**config.mk**
```make
export PLATFORM = sky130hd
export DESIGN_NAME = cdb_arbiter
export DESIGN_NICKNAME = d
export VERILOG_FILES = /design/src/rtl/cdb_arbiter.sv
export SDC_FILE = /design/constraint.sdc
export NUM_CORES = 1
export LEC_CHECK = 0
export CAP_MARGIN = 5
export CORE_MARGIN = 3
export CORE_UTILIZATION = 35
export CTS_CLUSTER_DIAMETER = 120
export DETAILED_ROUTE_END_ITERATION = 10
export PLACE_DENSITY = 0.63
export SYNTH_ARGS = -nofsm -noshare
export SYNTH_HDL_FRONTEND = slang
export SYNTH_SLANG_ARGS = --single-unit
```
**constraint.sdc**
```tcl
create_clock -name clk_in -period 3.2 [get_ports clk_in]
set_clock_uncertainty 0.15 [all_clocks]
set_input_delay 0.32 -clock clk_in [delete_from_list [all_inputs] [get_ports clk_in]]
set_output_delay 0.32 -clock clk_in [all_outputs]
set_load 0.005 [all_outputs]
```
**src/rtl/cdb_arbiter.sv**
```systemverilog
// cdb_arbiter
//   Serialises ALU and LSB results onto one shared common data bus. Each
//   source owns a small result FIFO; a round-robin scheduler pops at most one
//   head per cycle and loads it into the registered broadcast outputs.
//
//   Parameters: DEPTH (entries per FIFO, power of 2, >=2), ROB_W, DATA_W.
//
//   Ports:
//     clk_in, rst_in          clock, asynchronous active-high reset
//     _flush                  synchronous clear of both FIFOs and the bus valid
//     _alu_cdb_*              ALU result input (ready/rob_id/value)
//     _alu_full               ALU FIFO full, ALU must hold its result
//     _lsb_cdb_*              LSB result input (ready/rob_id/value)
//     _lsb_full               LSB FIFO full, LSB must hold its result
//     _cdb_ready/_rob_id/_value/_src   registered broadcast (src 0=ALU, 1=LSB)
//     _overflow               sticky, a push arrived while its FIFO was full
//     _stat_bcast, _stat_conflict     only with CDB_ARB_STATS_EN defined
//
//   Optional feature macro: CDB_ARB_STATS_EN (broadcast / conflict counters).
module cdb_arbiter #(
  parameter int DEPTH  = 4,
  parameter int ROB_W  = 5,
  parameter int DATA_W = 32
) (
  input  logic              clk_in,
  input  logic              rst_in,
  input  logic              _flush,
  input  logic              _alu_cdb_ready,
  input  logic [ROB_W-1:0]  _alu_cdb_rob_id,
  input  logic [DATA_W-1:0] _alu_cdb_value,
  output logic              _alu_full,
  input  logic              _lsb_cdb_ready,
  input  logic [ROB_W-1:0]  _lsb_cdb_rob_id,
  input  logic [DATA_W-1:0] _lsb_cdb_value,
  output logic              _lsb_full,
  output logic              _cdb_ready,
  output logic [ROB_W-1:0]  _cdb_rob_id,
  output logic [DATA_W-1:0] _cdb_value,
  output logic              _cdb_src,
`ifdef CDB_ARB_STATS_EN
  output logic [31:0]       _stat_bcast,
  output logic [31:0]       _stat_conflict,
`endif
  output logic              _overflow
);

  localparam int PTR_W = $clog2(DEPTH);
  localparam int CNT_W = PTR_W + 1;

  // index 0 = ALU, index 1 = LSB throughout
  logic [ROB_W-1:0]  id_mem  [2][DEPTH];
  logic [DATA_W-1:0] val_mem [2][DEPTH];
  logic [PTR_W-1:0]  wr_ptr  [2];
  logic [PTR_W-1:0]  rd_ptr  [2];
  logic [CNT_W-1:0]  cnt     [2];
  logic              last_grant;

  logic [1:0]        in_v;
  logic [ROB_W-1:0]  in_id  [2];
  logic [DATA_W-1:0] in_val [2];
  logic [1:0]        full;
  logic [1:0]        has;
  logic [1:0]        push;
  logic [1:0]        pop;
  logic              any_grant;
  logic              sel;
  logic [ROB_W-1:0]  head_id;
  logic [DATA_W-1:0] head_val;

  always_comb begin
    in_v      = {_lsb_cdb_ready, _alu_cdb_ready};
    in_id[0]  = _alu_cdb_rob_id;
    in_id[1]  = _lsb_cdb_rob_id;
    in_val[0] = _alu_cdb_value;
    in_val[1] = _lsb_cdb_value;
    for (int s = 0; s < 2; s++) begin
      full[s] = (cnt[s] == CNT_W'(DEPTH));
      has[s]  = (cnt[s] != '0);
    end
    // full is the registered view, so a full FIFO refuses a push even when
    // it is popped in the same cycle
    push      = in_v & ~full & {2{~_flush}};
    any_grant = |has;
    sel       = (has[0] & has[1]) ? ~last_grant : has[1];
    pop[0]    = any_grant & ~_flush & ~sel;
    pop[1]    = any_grant & ~_flush & sel;
    head_id   = sel ? id_mem[1][rd_ptr[1]]  : id_mem[0][rd_ptr[0]];
    head_val  = sel ? val_mem[1][rd_ptr[1]] : val_mem[0][rd_ptr[0]];
  end

  assign _alu_full = full[0];
  assign _lsb_full = full[1];

  // storage needs no reset: pointers and counts define what is valid
  always_ff @(posedge clk_in) begin
    for (int s = 0; s < 2; s++) begin
      if (push[s]) begin
        id_mem[s][wr_ptr[s]]  <= in_id[s];
        val_mem[s][wr_ptr[s]] <= in_val[s];
      end
    end
  end

  always_ff @(posedge clk_in or posedge rst_in) begin
    if (rst_in) begin
      for (int s = 0; s < 2; s++) begin
        wr_ptr[s] <= '0;
        rd_ptr[s] <= '0;
        cnt[s]    <= '0;
      end
      last_grant  <= 1'b1;
      _cdb_ready  <= 1'b0;
      _cdb_rob_id <= '0;
      _cdb_value  <= '0;
      _cdb_src    <= 1'b0;
      _overflow   <= 1'b0;
    end else if (_flush) begin
      for (int s = 0; s < 2; s++) begin
        wr_ptr[s] <= '0;
        rd_ptr[s] <= '0;
        cnt[s]    <= '0;
      end
      _cdb_ready <= 1'b0;
    end else begin
      for (int s = 0; s < 2; s++) begin
        if (push[s]) wr_ptr[s] <= wr_ptr[s] + PTR_W'(1);
        if (pop[s])  rd_ptr[s] <= rd_ptr[s] + PTR_W'(1);
        case ({push[s], pop[s]})
          2'b10:   cnt[s] <= cnt[s] + CNT_W'(1);
          2'b01:   cnt[s] <= cnt[s] - CNT_W'(1);
          default: cnt[s] <= cnt[s];
        endcase
        if (in_v[s] && full[s]) _overflow <= 1'b1;
      end
      _cdb_ready <= any_grant;
      if (any_grant) begin
        _cdb_rob_id <= head_id;
        _cdb_value  <= head_val;
        _cdb_src    <= sel;
      end
      // last_grant only moves when there was a real tie to break, so a lone
      // source does not steal the next tie from the other one
      if (has[0] && has[1]) last_grant <= sel;
    end
  end

`ifdef CDB_ARB_STATS_EN
  // not cleared by _flush; wraps naturally at 2^32
  always_ff @(posedge clk_in or posedge rst_in) begin
    if (rst_in) begin
      _stat_bcast    <= '0;
      _stat_conflict <= '0;
    end else begin
      if (any_grant && !_flush) _stat_bcast <= _stat_bcast + 32'd1;
      if (has[0] && has[1])     _stat_conflict <= _stat_conflict + 32'd1;
    end
  end
`endif

endmodule

```
==> After elaboration in Yosys (flattened, before gate mapping) <==
Memory sizes are Yosys's and may differ from the RTL's.
Index checks and enable logic that the tools add are counted.
{ "word_totals": {"output_inout_bits": 42, "latch_bits": 0, "reg_bits": 55, "mem_bits_rw": 296, "rom_bits": 0, "memories": 2} }
{ "classes": {"muxes": 41, "shifts": 0, "addsub": 8, "n_eq_ne": 6, "n_lt_le_gt_ge": 6, "multipliers": 0, "bitwise_logic": 14, "div": 0, "n_reduce_logical": 18} }
{ "memory_table": {"columns": ["memory", "words", "word_bits", "read_ports", "rd_clocked_by_memory_dff", "wr", "line", "text"], "rows": [
  ["val_mem", 2, 128, 2, 0, 2, "52", "logic [DATA_W-1:0] val_mem [2][DEPTH];"],
  ["id_mem", 2, 20, 2, 0, 2, "51", "logic [ROB_W-1:0] id_mem [2][DEPTH];"]
]} }
{ "ops": {"columns": ["cell", "count"], "rows": [
  ["$mux 128", 2],
  ["$mux 32", 7],
  ["$bmux 32 s2", 2],
  ["$demux 32 s2", 2],
  ["$mux 20", 2],
  ["$mux 5", 7],
  ["$bmux 5 s2", 2],
  ["$demux 5 s2", 2],
  ["$ge 3x3->1 const B", 4],
  ["$not 2->3", 4],
  ["$pmux 3 s2", 2],
  ["$reduce_bool 3->1", 4],
  ["$reduce_bool 2->1", 5],
  ["$add 2x1->2 const B", 4],
  ["$mux 2", 4],
  ["$mux 4", 2],
  ["$add 3x1->3 const B", 2],
  ["$eq 3x3->1 const B", 2],
  ["$lt 3x1->1 const B", 2],
  ["$mux 1", 6],
  ["$mux 6", 1],
  ["$reduce_and 2->1", 3],
  ["$sub 3x1->3 const B", 2],
  ["$logic_and 1x1->1", 5],
  ["other kinds (7)", 15]
]} }

==> Depth between registers and ports, before layout <==
{ "logic_depth": {"depth_word": 8, "depth_mapped": 8} }

==> Worst setup path after synthesis <==
OpenSTA, ideal clock, no wires.
{ "synth_timing": {"path_type": "register to register", "start": "register cnt[0] (netlist bit)", "end": "register cnt[5] (netlist bit)", "path_buffers": 1, "setup_slack_ns": 0.566, "setup_time_ns": 0.128, "arrival_ns": 2.356, "stages_incl_launch_ff": 9, "period_less_slack_ns": 2.634, "required_time_ns": 2.922, "cell_sequence": "dfrtp_1 -> or3_1 -> a211oi_4 -> clkbuf_1 -> and2_1 -> fa_1 -> and3_1 -> mux2i_1 -> mux2_1"} }
{ "synth_between": {"elab_chain_len": 8} }
{ "synth_lines": {"columns": ["element", "line", "text"], "rows": [
  ["from (decl)", "55", "logic [CNT_W-1:0] cnt [2];"],
  ["from (signal, indexed assignment)", "129", "2'b10: cnt[s] <= cnt[s] + CNT_W'(1);"],
  ["from (signal, indexed assignment)", "130", "2'b01: cnt[s] <= cnt[s] - CNT_W'(1);"],
  ["from (signal, indexed assignment)", "131", "default: cnt[s] <= cnt[s];"],
  ["$reduce_bool 3->1 (*)", "78", "has[s] = (cnt[s] != '0);"],
  ["$and 1x1->1", "84", "sel = (has[0] & has[1]) ? ~last_grant : has[1];"],
  ["$mux 1", "84", null],
  ["$not 1->1", "85", "pop[0] = any_grant & ~_flush & ~sel;"],
  ["$and 1x1->1 (*)", "85", null],
  ["$eq 2x1->1 / $eq 2x2->1 (equally long branches)", "128", "case ({push[s], pop[s]})"],
  ["$pmux 3 s2", "128", null],
  ["$mux 6", "117", "end else if (_flush) begin"]
]} }
Every way passes the cells marked *; elsewhere a longest branch is shown, timed or not.
A chain may end at the register's enable or synchronous reset.

==> Worst setup path in the final report <==
{ "layout_timing": {"start": "register last_grant", "end": "register cnt[2] (netlist bit)"} }
{ "layout_between": {"elab_chain_len": 6} }
{ "layout_lines": {"columns": ["element", "line", "text"], "rows": [
  ["from (decl)", "56", "logic last_grant;"],
  ["from (signal assigned)", "143", "if (has[0] && has[1]) last_grant <= sel;"],
  ["$not 1->1 (*)", "84", null],
  ["$mux 1 (*)", "84", null],
  ["$and 1x1->1 (*)", "86", "pop[1] = any_grant & ~_flush & sel;"],
  ["$eq 2x1->1 / $eq 2x2->1 (equally long branches)", "128", null],
  ["$pmux 3 s2", "128", null],
  ["$mux 6", "117", null]
]} }
Marks and branches as above.

==> metrics.yaml <==
status:
  status: "complete, no violations"
timing:
  setup_tns_ps: 0
  tightestPinTransition_ps: 803
  slew_headroom_pct: 46.4
  slew_violations: 0
  hold_viol: 0
  finalCritPeriodShare_pct: 83.1
  fin_ws_ps: 539
  grt_setup_unrepaired: "no"
  min_period_ps: 2660
  fmax_ghz: 0.376
  setup_viol: 0
global_route:
  grt_max_degree: 38
  grt-ovfl-total: 0
  grt_usage_pct: 14.3
  grt_pass1_wl_um: 44100
  antenna_found_initial: 3
  grt_pass1_vias: 7086
logic_synthesis:
  synth.net_count: 751
  synth_top_area_share_pct: 66.8
  syn_inst: 662
  synth-warning-count: 0
  synth_edf_count: 296
  synthTopCellsByArea: "edfxtp_1 (67%), mux4_2 (13%), dfrtp_1 (10%)"
  ys.flop_type: "edfxtp_1"
  synth_async_sr_flop_share_pct: 15.7
  avgSynthCellArea_um2: 20.1
  syn_area_mm2: 0.0133
  ys_seq_elements: 351
  ys_seq_area_share_pct: 77.2
  yosysTopAreaCell: "edfxtp_1"
  yosys.cell_types.count: 39
worst_setup_path:
  worstPathArrival_ps: 2940
  r2r-start: "last_grant"
  crit_path_end: "cnt[2]"
  crit_path_start_kind: "flop"
  rr_worst_depth: 7
  critPathLaunch: "last_grant"
  cpPeakStageDelay_ps: 530
  critPathKind: "flop to flop"
  crit_required_ps: 3480
  slowest_stage: "dfstp_2"
  reg2reg_to: "cnt[2]"
  cp-end-kind: "flop"
  cp_cell_sequence: "o31a_1 > nor2_1 > and3b_1 > fa_1 > or4_1 > a21o_1 > a31oi_1"
  ff2ff_setup_slack_ps: 540
  critPathMaxFanout: 6
power:
  clkPwrFrac_pct: 33.3
  leakage_nw: 5.68
  seqPwrFrac_pct: 44.6
  powerDensity_mw_per_mm2: 798
  power.internal_w: 0.00975
  power_switching_w: 0.00352
  pwr-share-comb_pct: 22.1
  ir_worst_vdd_mv: 0.570
  finalPower_w: 0.0133
  switching_share_pct: 26.5
die:
  dieArea_mm2: 0.0404
  rows: 70
  placeableCoreArea_mm2: 0.0370
  die_w_um: 201
  num_io_pins: 121
  die_h_um: 201
  initial_core_util_pct: 35.9
drt:
  drc_errors: 0
  vias: 6623
  viasPerCell: 4.89
  drt_wl_total_um: 29000
  first_iter_violations: 360
  drt_pass1_iterations: 4
  wire_per_inst_um: 21.4
  final_antenna_net_count: 0
clocking:
  cts.path.max_buffers: 3
  cts_tree: "yes"
  cts_buffers: 38
  clkSinkCount: 351
  htreeDepth: 2
  path_clk_slew_ps: 60
  clockRootBuffer: "clkbuf_16"
  clock_latency_ps: 520
finish:
  synthToLayoutAreaGrowth_pct: 25.0
  fillers: 3154
  diodes: 0
  nNetsFinal: 910
  finalInstanceArea_mm2: 0.0166
  final_cells: 1355
  layout-drive-gt1-share_pct: 21.4
placed_design:
  port_buffers: 120
  place_area_mm2: 0.0153
  place_ws_ps: 323
  dp.final_hpwl_um: 18400
  numPlacedInstances: 1284
  gp_congestion: 0.684
worst_hold_path:
  hold_path_class: "input pin to flop"
flow_run:
  cap_violations: 0
-- stage by stage --
| step | hold WS, ps | util [%] |
|---|---|---|
| after global routing | 280 | 44.9 |
| after detailed placement | 305 | 41.4 |
| final | 289 | 44.9 |
| after CTS | 268 | 44.9 |
| after floorplan | 269 | - |
| after global placement | 303 | 41.4 |
-- flip-flops by register name (all words and copies together) (netlist names) --
register and count:
id_mem 40, val_mem 256, _cdb_value 32, wr_ptr 4
_overflow 1, last_grant 1, cnt 6, _cdb_ready 1
rd_ptr 4, _cdb_rob_id 5, _cdb_src 1
-- power groups by stage --
| stage | clock network, W | registers, W | logic, W |
|---|---|---|---|
| after floorplan | 0 | 0.00583 | 0.00178 |
| after global placement | 0 | 0.00602 | 0.00298 |
| after detailed placement | 0 | 0.00603 | 0.00302 |
| after CTS | 0.00454 | 0.00594 | 0.00303 |
| after global routing | 0.00473 | 0.00600 | 0.00323 |
| final | 0.00443 | 0.00592 | 0.00293 |
-- area by class of cell --
cell class / instances / area (um2) / area share (%)
clock inverters: 19 / 236 / 1.42
well taps: 504 / 631 / 3.79
flip-flops and latches: 351 / 10300 / 61.8
inverters: 8 / 31.3 / 0.188
clock buffers: 51 / 1060 / 6.38
multi-input cells: 271 / 2900 / 17.4
repair buffers: 151 / 1500 / 9.01
-- placed cells by master, fill, tap and decap left out, drive strengths merged, types with 2 or more instances in the layout --
| cell | instances |
|---|---|
| a22oi | 38 |
| a21bo | 2 |
| mux2 | 4 |
| edfxtp | 296 |
| clkinv | 14 |
| nor2b | 4 |
| xor2 | 2 |
| inv | 8 |
| ha | 8 |
| nand3 | 3 |
| buf | 30 |
| bufinv | 4 |
| nor2 | 13 |
| mux2i | 4 |
| nor3 | 4 |
| dfrtp | 54 |
| and2 | 10 |
| mux4 | 74 |
| xnor2 | 5 |
| clkbuf | 51 |
| clkdlybuf4s50 | 120 |
| nand2 | 76 |
| fa | 2 |
| a21o | 3 |
| nand2b | 4 |
| a21oi | 3 |
-- worst max-delay path, delay by kind of cell, from the launching register on --
kind	cells	cell delay [ps]
DFF	1	530
AOI/OAI and AO/OA	3	600
adders and majority gates	1	420
and+or+nand+nor	3	870
-- cells by family after synthesis --
group,Yosys count,share of synthesized area [%]
and+or+nand+nor,121,4.02
xor gates and xnor gates,7,0.461
DFF,351,77.2
buffers and inverters,40,1.17
AOI/OAI and AO/OA,51,2.96
muxes,82,13.2
adders and majority gates,10,1.05
-- Yosys cell counts, types with 5 or more instances --
library cell,instances
clkbuf_1,26
xnor2_1,5
nor2_1,13
ha_1,8
edfxtp_1,296
and2_1,10
inv_1,8
mux4_2,74
nand2_1,76
a22oi_1,38
dfrtp_1,54
-- repair_timing --
item                                   CTS  global route
hold buffers                             1             0
buffers inserted                         0             0
endpoints found under the hold margin   15             0
resized for setup                        0             0
-- how the worst min path moves through the flow --
stage               cells past startpoint  slack (ps)          startpoint               to
CTS                                     1         270   _lsb_cdb_value[0]  val_mem[0][224]
floorplan                               0         270  _alu_cdb_rob_id[0]     id_mem[0][0]
global route                            1         280   _alu_cdb_value[4]   val_mem[0][36]
global placement                        2         300      _cdb_value[13]   _cdb_value[13]
detailed placement                      2         310      _cdb_value[10]   _cdb_value[10]
finish                                  1         290  _lsb_cdb_value[31]  val_mem[0][159]
-- layer usage --
metal	GRT usage [%]	part of all wire [%]	vias up
met4	3.29	1.9	6
met2	23.3	48	167
met3	2.95	5.3	51
met1	20.0	45	3433
li1	-	-	2966
met5	0	0.14	-
(Power assumes the default switching activity.)
